## config.mk

```make
export PLATFORM = sky130hd
export DESIGN_NAME = uart_tx_arbiter
export DESIGN_NICKNAME = d
export VERILOG_FILES = /design/src/rtl/uart_tx_arbiter.sv
export SDC_FILE = /design/constraint.sdc
export NUM_CORES = 1
export LEC_CHECK = 0
export CELL_PAD_IN_SITES_DETAIL_PLACEMENT = 0
export CELL_PAD_IN_SITES_GLOBAL_PLACEMENT = 1
export CORE_AREA = 2 2 79 81
export DETAILED_ROUTE_END_ITERATION = 10
export DIE_AREA = 0 0 81 83
export PLACE_DENSITY_LB_ADDON = 0.05
export SLEW_MARGIN = 20
export SYNTH_ARGS = -nofsm -noshare
export SYNTH_HDL_FRONTEND = slang
export SYNTH_SLANG_ARGS = --single-unit
```

## constraint.sdc

```tcl
create_clock -name clk -period 5 [get_ports clk]
set_input_delay 0.75 -clock clk [delete_from_list [all_inputs] [get_ports clk]]
set_output_delay 0.75 -clock clk [all_outputs]
set_load 0.01 [all_outputs]
```

## src/rtl/uart_tx_arbiter.sv

```systemverilog
// -----------------------------------------------------------------------------
// uart_tx_arbiter
//
// Round-robin arbiter that shares one UART transmit byte path among NUM_REQ
// byte-stream requesters. Each grant optionally starts with a channel-ID header
// byte (8'hA0 | id). A grant is held until the message ends (req_last), the
// burst limit is reached, or the granted requester stays silent for
// GAP_TIMEOUT cycles. Data is passed through combinationally; nothing is
// stored inside the arbiter.
//
// Handshake: every byte stream uses valid/ready. A byte moves on a cycle where
// valid and ready are both high; valid may be raised regardless of ready, and
// a producer holding valid keeps its data stable until the transfer happens.
//
// Ports
//   clk, reset     clock, synchronous active-high reset
//   req_valid[i]   requester i presents a byte
//   req_data       requester i's byte at [8i+7:8i]
//   req_last[i]    the presented byte ends its message
//   req_ready[i]   requester i's byte is accepted this cycle
//   out_valid      byte toward the serializer is valid
//   out_data       byte toward the serializer (0 when out_valid is low)
//   out_ready      serializer accepts the byte this cycle
//   grant_id       index of the current or most recent grant
//   busy           registered, high while in HEADER or DATA
//   dbg_state      FSM state: 0 = IDLE, 1 = HEADER, 2 = DATA
// -----------------------------------------------------------------------------
module uart_tx_arbiter #(
    parameter int NUM_REQ     = 4,
    parameter bit HEADER_EN   = 1'b1,
    parameter int MAX_BURST   = 16,
    parameter int GAP_TIMEOUT = 1024
) (
    input  logic                 clk,
    input  logic                 reset,
    input  logic [NUM_REQ-1:0]   req_valid,
    input  logic [NUM_REQ*8-1:0] req_data,
    input  logic [NUM_REQ-1:0]   req_last,
    output logic [NUM_REQ-1:0]   req_ready,
    output logic                 out_valid,
    output logic [7:0]           out_data,
    input  logic                 out_ready,
    output logic [3:0]           grant_id,
    output logic                 busy,
    output logic [1:0]           dbg_state
);

    localparam int IDX_W = (NUM_REQ > 1) ? $clog2(NUM_REQ) : 1;

    typedef enum logic [1:0] {
        ST_IDLE   = 2'd0,
        ST_HEADER = 2'd1,
        ST_DATA   = 2'd2
    } state_t;

    state_t           state_q, state_d;
    logic [IDX_W-1:0] grant_q, grant_d;
    logic [IDX_W-1:0] rr_ptr_q, rr_ptr_d;
    logic [7:0]       burst_cnt_q, burst_cnt_d;
    logic [11:0]      gap_cnt_q, gap_cnt_d;
    logic             busy_q, busy_d;

    logic [7:0]       req_byte [NUM_REQ];
    logic             sel_found;
    logic [IDX_W-1:0] sel_idx;
    logic [IDX_W:0]   cand;
    logic             g_valid;
    logic             g_last;
    logic [7:0]       g_byte;
    logic [7:0]       burst_inc;
    logic [11:0]      gap_inc;
    logic             release_grant;

    // Unpack the flat data bus so the granted byte is a simple array lookup.
    always_comb begin
        for (int i = 0; i < NUM_REQ; i++) begin
            req_byte[i] = req_data[i*8 +: 8];
        end
    end

    assign g_valid = req_valid[grant_q];
    assign g_last  = req_last[grant_q];
    assign g_byte  = req_byte[grant_q];

    // First valid requester scanning upward from rr_ptr, wrapping to 0.
    // cand carries one extra bit so the wrap test cannot overflow.
    always_comb begin
        sel_found = 1'b0;
        sel_idx   = '0;
        cand      = '0;
        for (int k = 0; k < NUM_REQ; k++) begin
            cand = {1'b0, rr_ptr_q} + (IDX_W+1)'(k);
            if (cand >= (IDX_W+1)'(NUM_REQ)) begin
                cand = cand - (IDX_W+1)'(NUM_REQ);
            end
            if (!sel_found && req_valid[cand[IDX_W-1:0]]) begin
                sel_found = 1'b1;
                sel_idx   = cand[IDX_W-1:0];
            end
        end
    end

    always_comb begin
        state_d       = state_q;
        grant_d       = grant_q;
        rr_ptr_d      = rr_ptr_q;
        burst_cnt_d   = burst_cnt_q;
        gap_cnt_d     = gap_cnt_q;
        out_valid     = 1'b0;
        out_data      = 8'h00;
        req_ready     = '0;
        release_grant = 1'b0;
        burst_inc     = burst_cnt_q + 8'd1;
        gap_inc       = gap_cnt_q + 12'd1;

        case (state_q)
            ST_IDLE: begin
                if (sel_found) begin
                    grant_d     = sel_idx;
                    burst_cnt_d = '0;
                    gap_cnt_d   = '0;
                    state_d     = HEADER_EN ? ST_HEADER : ST_DATA;
                end
            end

            ST_HEADER: begin
                out_valid = 1'b1;
                out_data  = 8'hA0 | 8'(grant_q);
                if (out_ready) begin
                    state_d = ST_DATA;
                end
            end

            ST_DATA: begin
                out_valid          = g_valid;
                out_data           = g_valid ? g_byte : 8'h00;
                req_ready[grant_q] = out_ready;
                if (g_valid) begin
                    gap_cnt_d = '0;
                    if (out_ready) begin
                        burst_cnt_d = burst_inc;
                        if (g_last || (burst_inc == 8'(MAX_BURST))) begin
                            release_grant = 1'b1;
                        end
                    end
                end else begin
                    // A silent cycle: no byte moves, the timeout may fire.
                    gap_cnt_d = gap_inc;
                    if (gap_inc == 12'(GAP_TIMEOUT)) begin
                        release_grant = 1'b1;
                    end
                end
                if (release_grant) begin
                    state_d  = ST_IDLE;
                    rr_ptr_d = (grant_q == IDX_W'(NUM_REQ - 1)) ? '0 : grant_q + IDX_W'(1);
                end
            end

            default: begin
                state_d = ST_IDLE;
            end
        endcase

        // Nothing is offered or accepted during reset, so a byte presented in
        // that cycle stays with its requester.
        if (reset) begin
            out_valid = 1'b0;
            out_data  = 8'h00;
            req_ready = '0;
        end

        busy_d = (state_d != ST_IDLE);
    end

    always_ff @(posedge clk) begin
        if (reset) begin
            state_q     <= ST_IDLE;
            grant_q     <= '0;
            rr_ptr_q    <= '0;
            burst_cnt_q <= '0;
            gap_cnt_q   <= '0;
            busy_q      <= 1'b0;
        end else begin
            state_q     <= state_d;
            grant_q     <= grant_d;
            rr_ptr_q    <= rr_ptr_d;
            burst_cnt_q <= burst_cnt_d;
            gap_cnt_q   <= gap_cnt_d;
            busy_q      <= busy_d;
        end
    end

    assign grant_id  = 4'(grant_q);
    assign busy      = busy_q;
    assign dbg_state = state_q;

endmodule
```

==> impl_results.md <==
- Die area: 6720 um2
- Core area: 5820 um2
- Antenna Diode Count: 0
- Gate Count Post-Synth: 266
- Sink Count: 27
- Placed insts: 389
- Period utilization: 73.7%
- Initial Utilization: 36.3%
- First-pass GRT wire length: 9320 um
- CTS tree: yes
- Buffer depth of the longest clock path: 2
- Die Width: 81 um
- CP Class: input port to output port
- Slowest stage delay, CP: 560 ps
- Vias per cell: 5.44
- Fmax achieved: 271 MHz
- Clk slew on worst S/H paths: 90 ps
- CP Buf/Inv Count: 2
- Htree depth: 1
- P_leak: 0.940 nW
- RSZ-0062 raised after global routing: false
- Post-route cell area: 2790 um2
- Post-synth EDFFs: 0
- Layout Nets: 372
- DR DRC count: 0
- Asr flop ratio synth: 0%
- Register area share after synthesis: 25.6%
- Main synth FF type: dfxtp_1
- Clock latency on the worst-skew pair: 280 ps
- Multi-input gate area: 1450 um2
- Fin crit period: 3690 ps
- Top cell family by delay on the critical path: buffers and inverters
- Worst Path Arrival: 2940 ps
- Mapped cell area: 2110 um2
- Synth-to-Final Area Change: 32.3%
- Post-Place Worst Slack: 1310 ps
- Hold Violations, Final: 0
- Total grt overflow: 0
- Largest net degree at the start of global routing: 31
- Vias: 2136
- Routed WL per cell: 14.5 um
- Setup crit start kind: input port
- Post_cts resized: 0
- Number of antenna violations at the first check in global routing: 0
- Routed Antenna Nets: 0
- Total power: 0.544 mW
- Fin util: 48.0%
- Worst relative slew slack: 41.3%
- CP Capture Type: output port
- Setup TNS: 0 ps
- Filler cells: 591
- Crit path cell chain: clkdlybuf4s50_1, mux4_2, nand3_1, a21o_1, a21oi_1, clkdlybuf4s50_1
- Hold Buf Count CTS: 0
- Setup Viol. Count Final: 0
- Io pins: 63
- Synth cell types: 49
- DRT Pass-1 Iters: 5
- Synthesized area per cell: 7.94 um2
- Detailed Route WL: 5690 um
- Ys Warns: 0
- Worst Path Required: 4250 ps
- Worst path depth: 6
- R2R depth: 8
- Slew @ Worst Pin: 881 ps
- Chip Height: 83 um
- Skew final: 7.73 ps
- Area post-placement: 2750 um2
- Row Count: 28
- TritonCTS Buffers: 3
- Worst-path maximum fanout: 8
- Crit path top cell by count: clkdlybuf4s50_1
- Share of layout cells above drive strength 1: 6.92%
- Pwr/cell area: 195 nW/um2
- Root buffer cell: clkbuf_8
- Max-slew violations: 0
- Max-cap viol count: 0
- GPL Wtd Cong: 0.826
- # Post-CTS Setup Buffers: 0
- Gr usage total: 17.0%
- # port buffers: 60
- Status: finished clean
- HPWL after DPL: 4350 um
- Storage element area: 541 um2
- Worst hold path class: register to register
- Slowest cell on crit path: clkdlybuf4s50_1
- Final worst setup slack: 1310 ps
- DRT iter0 DRCs: 111
- Hold path depth: 2
- Yosys reg bits: 27
- Final std cells w/o fill: 393
- Hold WS: 474 ps
- Max IR drop VDD: 106 uV
- Vias in the first global route: 2026
## flip-flops by register name, indices dropped and copies added, names as in the netlist
| register | flops |
|---|---|
| rr_ptr_q | 2 |
| busy | 1 |
| gap_cnt_q | 12 |
| dbg_state | 2 |
| grant_q | 2 |
| burst_cnt_q | 8 |
## final timing paths
kind                        from  slack (ps)              to
hold reg to reg   burst_cnt_q[7]         470  burst_cnt_q[7]
setup / recovery    req_valid[2]        1310     out_data[1]
setup reg to reg    dbg_state[0]        2290   gap_cnt_q[10]
hold / removal    burst_cnt_q[7]         470  burst_cnt_q[7]
## tightest hold or removal path, delay by kind of cell (launching register included)
kind	cells	cell delay (ps)
compound gates	1	50
simple gates	1	60
flops	1	330
## cell type report
type | instances | share of cell area, %
multi-input cells | 213 | 52.0
repair buffers | 62 | 22.0
flip-flops and latches | 27 | 19.4
well taps | 75 | 3.36
clock buffers | 4 | 1.61
inverters | 12 | 1.61
## synthesized netlist by cell type, drive strengths merged, types with 6 or more instances
library cell  instances  area, um2
buf                   6       41.3
ha                   10        125
nand2                28        108
or3                   6       37.5
nor2                 18       77.6
nor3                  7       35.0
nand3                14       70.1
inv                  12       45.0
clkbuf                9       35.0
nand2b                6       37.5
nand4                 6       37.5
dfxtp                27        541
mux4                  9        203
a21oi                30        154
nor2b                 6       37.5
o21ai                15       75.1
## where the power goes
group | internal, mW | switching, mW
Combinational | 0.0923 | 0.0932
Sequential | 0.222 | 0.00790
Clock | 0.0573 | 0.0715
Total | 0.371 | 0.173
## cells in the final DEF (no fill, tap or decap), types with 7 or more instances in the layout
cell type	count
a21oi_1	29
clkdlybuf4s50_1	60
dfxtp_1	27
ha_1	10
inv_1	12
mux4_2	9
nand2_1	27
nand3_1	14
nor2_1	16
nor3_1	7
o21ai_0	15
## metal layers
layer | vias to the layer above | global-route usage, % | part of all wire, % | wire length (um)
li1 | 1076 | - | - | -
met4 | 0 | 2.00 | 0.40 | 23
met5 | - | 0 | 0 | 0
met2 | 53 | 27.9 | 46 | 2600
met3 | 5 | 3.59 | 5.1 | 291
met1 | 1002 | 23.4 | 49 | 2770
## logic make-up after synthesis
kind of cell	Yosys count	synth area share, %
adders and majority gates	10	5.93
muxes	17	13.6
and+or+nand+nor	116	29.6
DFF	27	25.6
AOI/OAI and AO/OA	68	19.4
other	1	0.178
buffers and inverters	27	5.75
No activity file was read; power rests on OpenSTA's default activity.
==> patch 1 (config.mk and constraints unchanged) <==
The parameter `NUM_REQ` goes from 4 to 8.
--- a/src/rtl/uart_tx_arbiter.sv
+++ b/src/rtl/uart_tx_arbiter.sv
@@ -26,7 +26,7 @@
 //   dbg_state      FSM state: 0 = IDLE, 1 = HEADER, 2 = DATA
 // -----------------------------------------------------------------------------
 module uart_tx_arbiter #(
-    parameter int NUM_REQ     = 4,
+    parameter int NUM_REQ     = 8,
     parameter bit HEADER_EN   = 1'b1,
     parameter int MAX_BURST   = 16,
     parameter int GAP_TIMEOUT = 1024
Ports: changed (resized req_data, req_last, req_ready and req_valid); port bits go from 63 to 107. No check against the original RTL was run, so the function may have changed too.
==> patch 1 against the original RTL <==
The flow now stops in 3_3_place_gp; area after synthesis up 63%.
==> patch 1: results (changes against the original RTL) <==
YS.WARNINGS.COUNT=0  # unchanged
IO_BUFFERS=105  # +75%
POST_SYNTH_NUM_CELL_TYPES=74  # +51%
LASTSTAGE='3_3_place_gp'
YS_FF_LATCH=29  # +7.4%
LEADING_POST_SYNTHESIS_CELLS_BY_INSTANCE_COUNT='43 x sky130_fd_sc_hd__nor2_1, 35 x sky130_fd_sc_hd__nand2_1, 29 x sky130_fd_sc_hd__dfxtp_1'
NUMBER_OF_ENABLE_TYPE_REGISTER_CELLS_IN_THE_SYNTHESIZED_NETLIST=0  # unchanged
NETLIST_INSTANCES=380  # +43%
SYNTH_SEQ_AREA_SHARE_PCT=16.87  # -8.7 points
SYNTH_TOP_AREA_SHARE_PCT=18.32  # -7.3 points
TOOL.ERROR='[ERROR FLW-0024] Place density exceeds 1.0 (current PLACE_DENSITY_LB_ADDON =  0.05). Please check if the value of  PLACE_DENSITY_LB_ADDON is between 0 and 0.99.'
SYNTH.TOP_CELLS.BY_AREA='sky130_fd_sc_hd__mux4_2 18%, sky130_fd_sc_hd__dfxtp_1 17%, sky130_fd_sc_hd__mux2i_1 7.9%, sky130_fd_sc_hd__nor2_1 4.7%, sky130_fd_sc_hd__nand2_1 3.8%'
SYNTHFLOPTYPE='sky130_fd_sc_hd__dfxtp_1'
OUTCOME='stopped before the end'
ASYNC_RESET_FF_SHARE_PCT=0  # unchanged
POST_SYNTHESIS_NET_COUNT=473
-- patch 1: changes by cell type after synthesis, sizes merged, moves of 7 or more --
cell / before / now
nor2: 18 / 43
mux2i: 5 / 29
mux4: 9 / 30
a21oi: 30 / 17
a22oi: 1 / 9
nand2: 28 / 35
-- patch 1: kinds of logic after synthesis --
family | synth area share [%]
flops | 16.87
xor+xnor | 1.491
buf+inv | 4.652
other cells | 0.1089
fa+ha+maj | 3.635
mux | 32.13
simple gates | 21.52
compound gates | 19.59
==> patch 2 (same settings) <==
Made on the original files. Put one more register stage on the output `dbg_state`, with the module's reset. The value now appears one clock later. The other outputs are not delayed to match.
--- a/src/rtl/uart_tx_arbiter.sv
+++ b/src/rtl/uart_tx_arbiter.sv
@@ -192,6 +192,12 @@
 
     assign grant_id  = 4'(grant_q);
     assign busy      = busy_q;
-    assign dbg_state = state_q;
+    always_ff @(posedge clk) begin
+        if (reset) begin
+            dbg_state <= '0;
+        end else begin
+            dbg_state <= state_q;
+        end
+    end
 
 endmodule
Behaviour: not the same (a bounded check fails within 4 cycles, from zero or initial values and one cycle with reset high).
==> patch 2 against the original RTL <==
Total power is 4.0% higher; via count increased by 3.3%; sequential share of layout area up 0.68 points; cell area increased by 3.8%; routed wire length up 5.5%; final cell count grew 2.0%; combinational power is 30% lower; largest cell class unchanged; critical path depth unchanged; register-to-register slack improved by 0.11 ns; setup slack got worse by 0.019 ns; area after synthesis is 2.7% higher; sequential cell count increased by 2; die area did not move.
==> patch 2: results (changes against the original RTL) <==
OUTCOME='finished, final reports clean'
NUM-NONCLK-BUFFERS=63  # +1.6%
GLOBAL_ROUTE_WIRE_LENGTH_BEFORE_REPAIR_UM=10260  # +10%
CP_DATA_ARRIVAL_TIME_NS=2.96  # +0.02 ns
LAYOUT.NONCLK_BUF_SHARE_PCT=21.50  # -0.54 points
SYNTH_SEQ_AREA_SHARE_PCT=26.79  # +1.2 points
DP_WORST_SETUP_SLACK_NS=1.289  # -0.02369 ns
FILL_CELLS=612  # +3.6%
DETAIL_ROUTE.WL_PER_CELL_UM=14.97  # +3.4%
POST_SYNTH_NUM_CELL_TYPES=50  # +2.0%
R2R_SLACK_NS=2.40  # +0.11 ns
PIN_COUNT_OF_THE_BIGGEST_NET_ENTERING_GLOBAL_ROUTING=35  # +13%
HPWL_UM=4455  # +2.4%
GLOBAL_ROUTE.USAGE.MET3_PCT=5.326  # +1.7 points
DRT-INITIAL-DRC-COUNT=62  # -44%
P_PER_AREA_nW_PER_UM2=195.1  # +0.21%
CTS-BUFFERS-INSERTED=5  # +2
WORST_R2R_PATH_DEPTH=5  # -3
MAXSLEWHEADROOM_PCT=55.40  # +14 points
GP_CONGESTION=0.7971  # -3.5%
TOTAL_LEAKAGE_POWER_nW=1.022  # +8.7%
GRTUSAGEMET2_PCT=31.18  # +3.2 points
COUNT_OF_PLACED_STANDARD_CELLS_IN_THE_FINAL_LAYOUT_FILLERS_LEFT_OUT=401  # +2.0%
R2R_END='rr_ptr_q[0]$_SDFFE_PP0P_'
PLACED_CELLS_INCL_TAPS=393  # +1.0%
YS_FF_LATCH=29  # +7.4%
SEQUENTIAL_CELL_AREA_UM2=580.6  # +7.4%
LAYOUT.NETS=378  # +1.6%
HTREEDEPTH=2  # +1
SYNTH.TOP_CELLS.BY_AREA='sky130_fd_sc_hd__dfxtp_1 27%, sky130_fd_sc_hd__mux4_2 9.4%, sky130_fd_sc_hd__a21oi_1 7.2%, sky130_fd_sc_hd__ha_1 5.8%, sky130_fd_sc_hd__nor2_1 4.7%'
LEADING_POST_SYNTHESIS_CELLS_BY_INSTANCE_COUNT='31 x sky130_fd_sc_hd__a21oi_1, 29 x sky130_fd_sc_hd__dfxtp_1, 27 x sky130_fd_sc_hd__nor2_1'
INVERTERS=11  # -1
MULTIINPUTCOMBCELLCOUNT=215  # +0.94%
WORST_R2R_STARTPOINT='grant_q[1]$_SDFFE_PP0P_'
-- patch 2: power by group --
| part | internal [mW] | leakage (nW) | switching, mW |
|---|---|---|---|
| Combinational | 0.0708 | 0.743 | 0.0592 |
| Sequential | 0.236 | 0.235 | 0.00521 |
| Clock | 0.0960 | 0.0439 | 0.0985 |
-- patch 2: cell families (layout without fill, tap and decap cells) --
logic type / count (synthesis) / count (layout) / synth area share (%)
AO/OA/AOI/OAI: 73 / 73 / 20.90
XOR/XNOR: 1 / 1 / 0.4042
adder cells (fa/ha/maj): 10 / 10 / 5.774
buffers and inverters: 25 / 82 / 5.427
flip-flops: 29 / 29 / 26.79
multiplexers: 16 / 16 / 12.64
other: 1 / 2 / 0.1730
AND/OR/NAND/NOR: 113 / 113 / 27.89
-- patch 2: per-layer routing --
metal	routed length, um	share of wire, %
met1	2714	45
met2	2920	49
met4	48	0.80
met5	0	0
met3	318	5.3
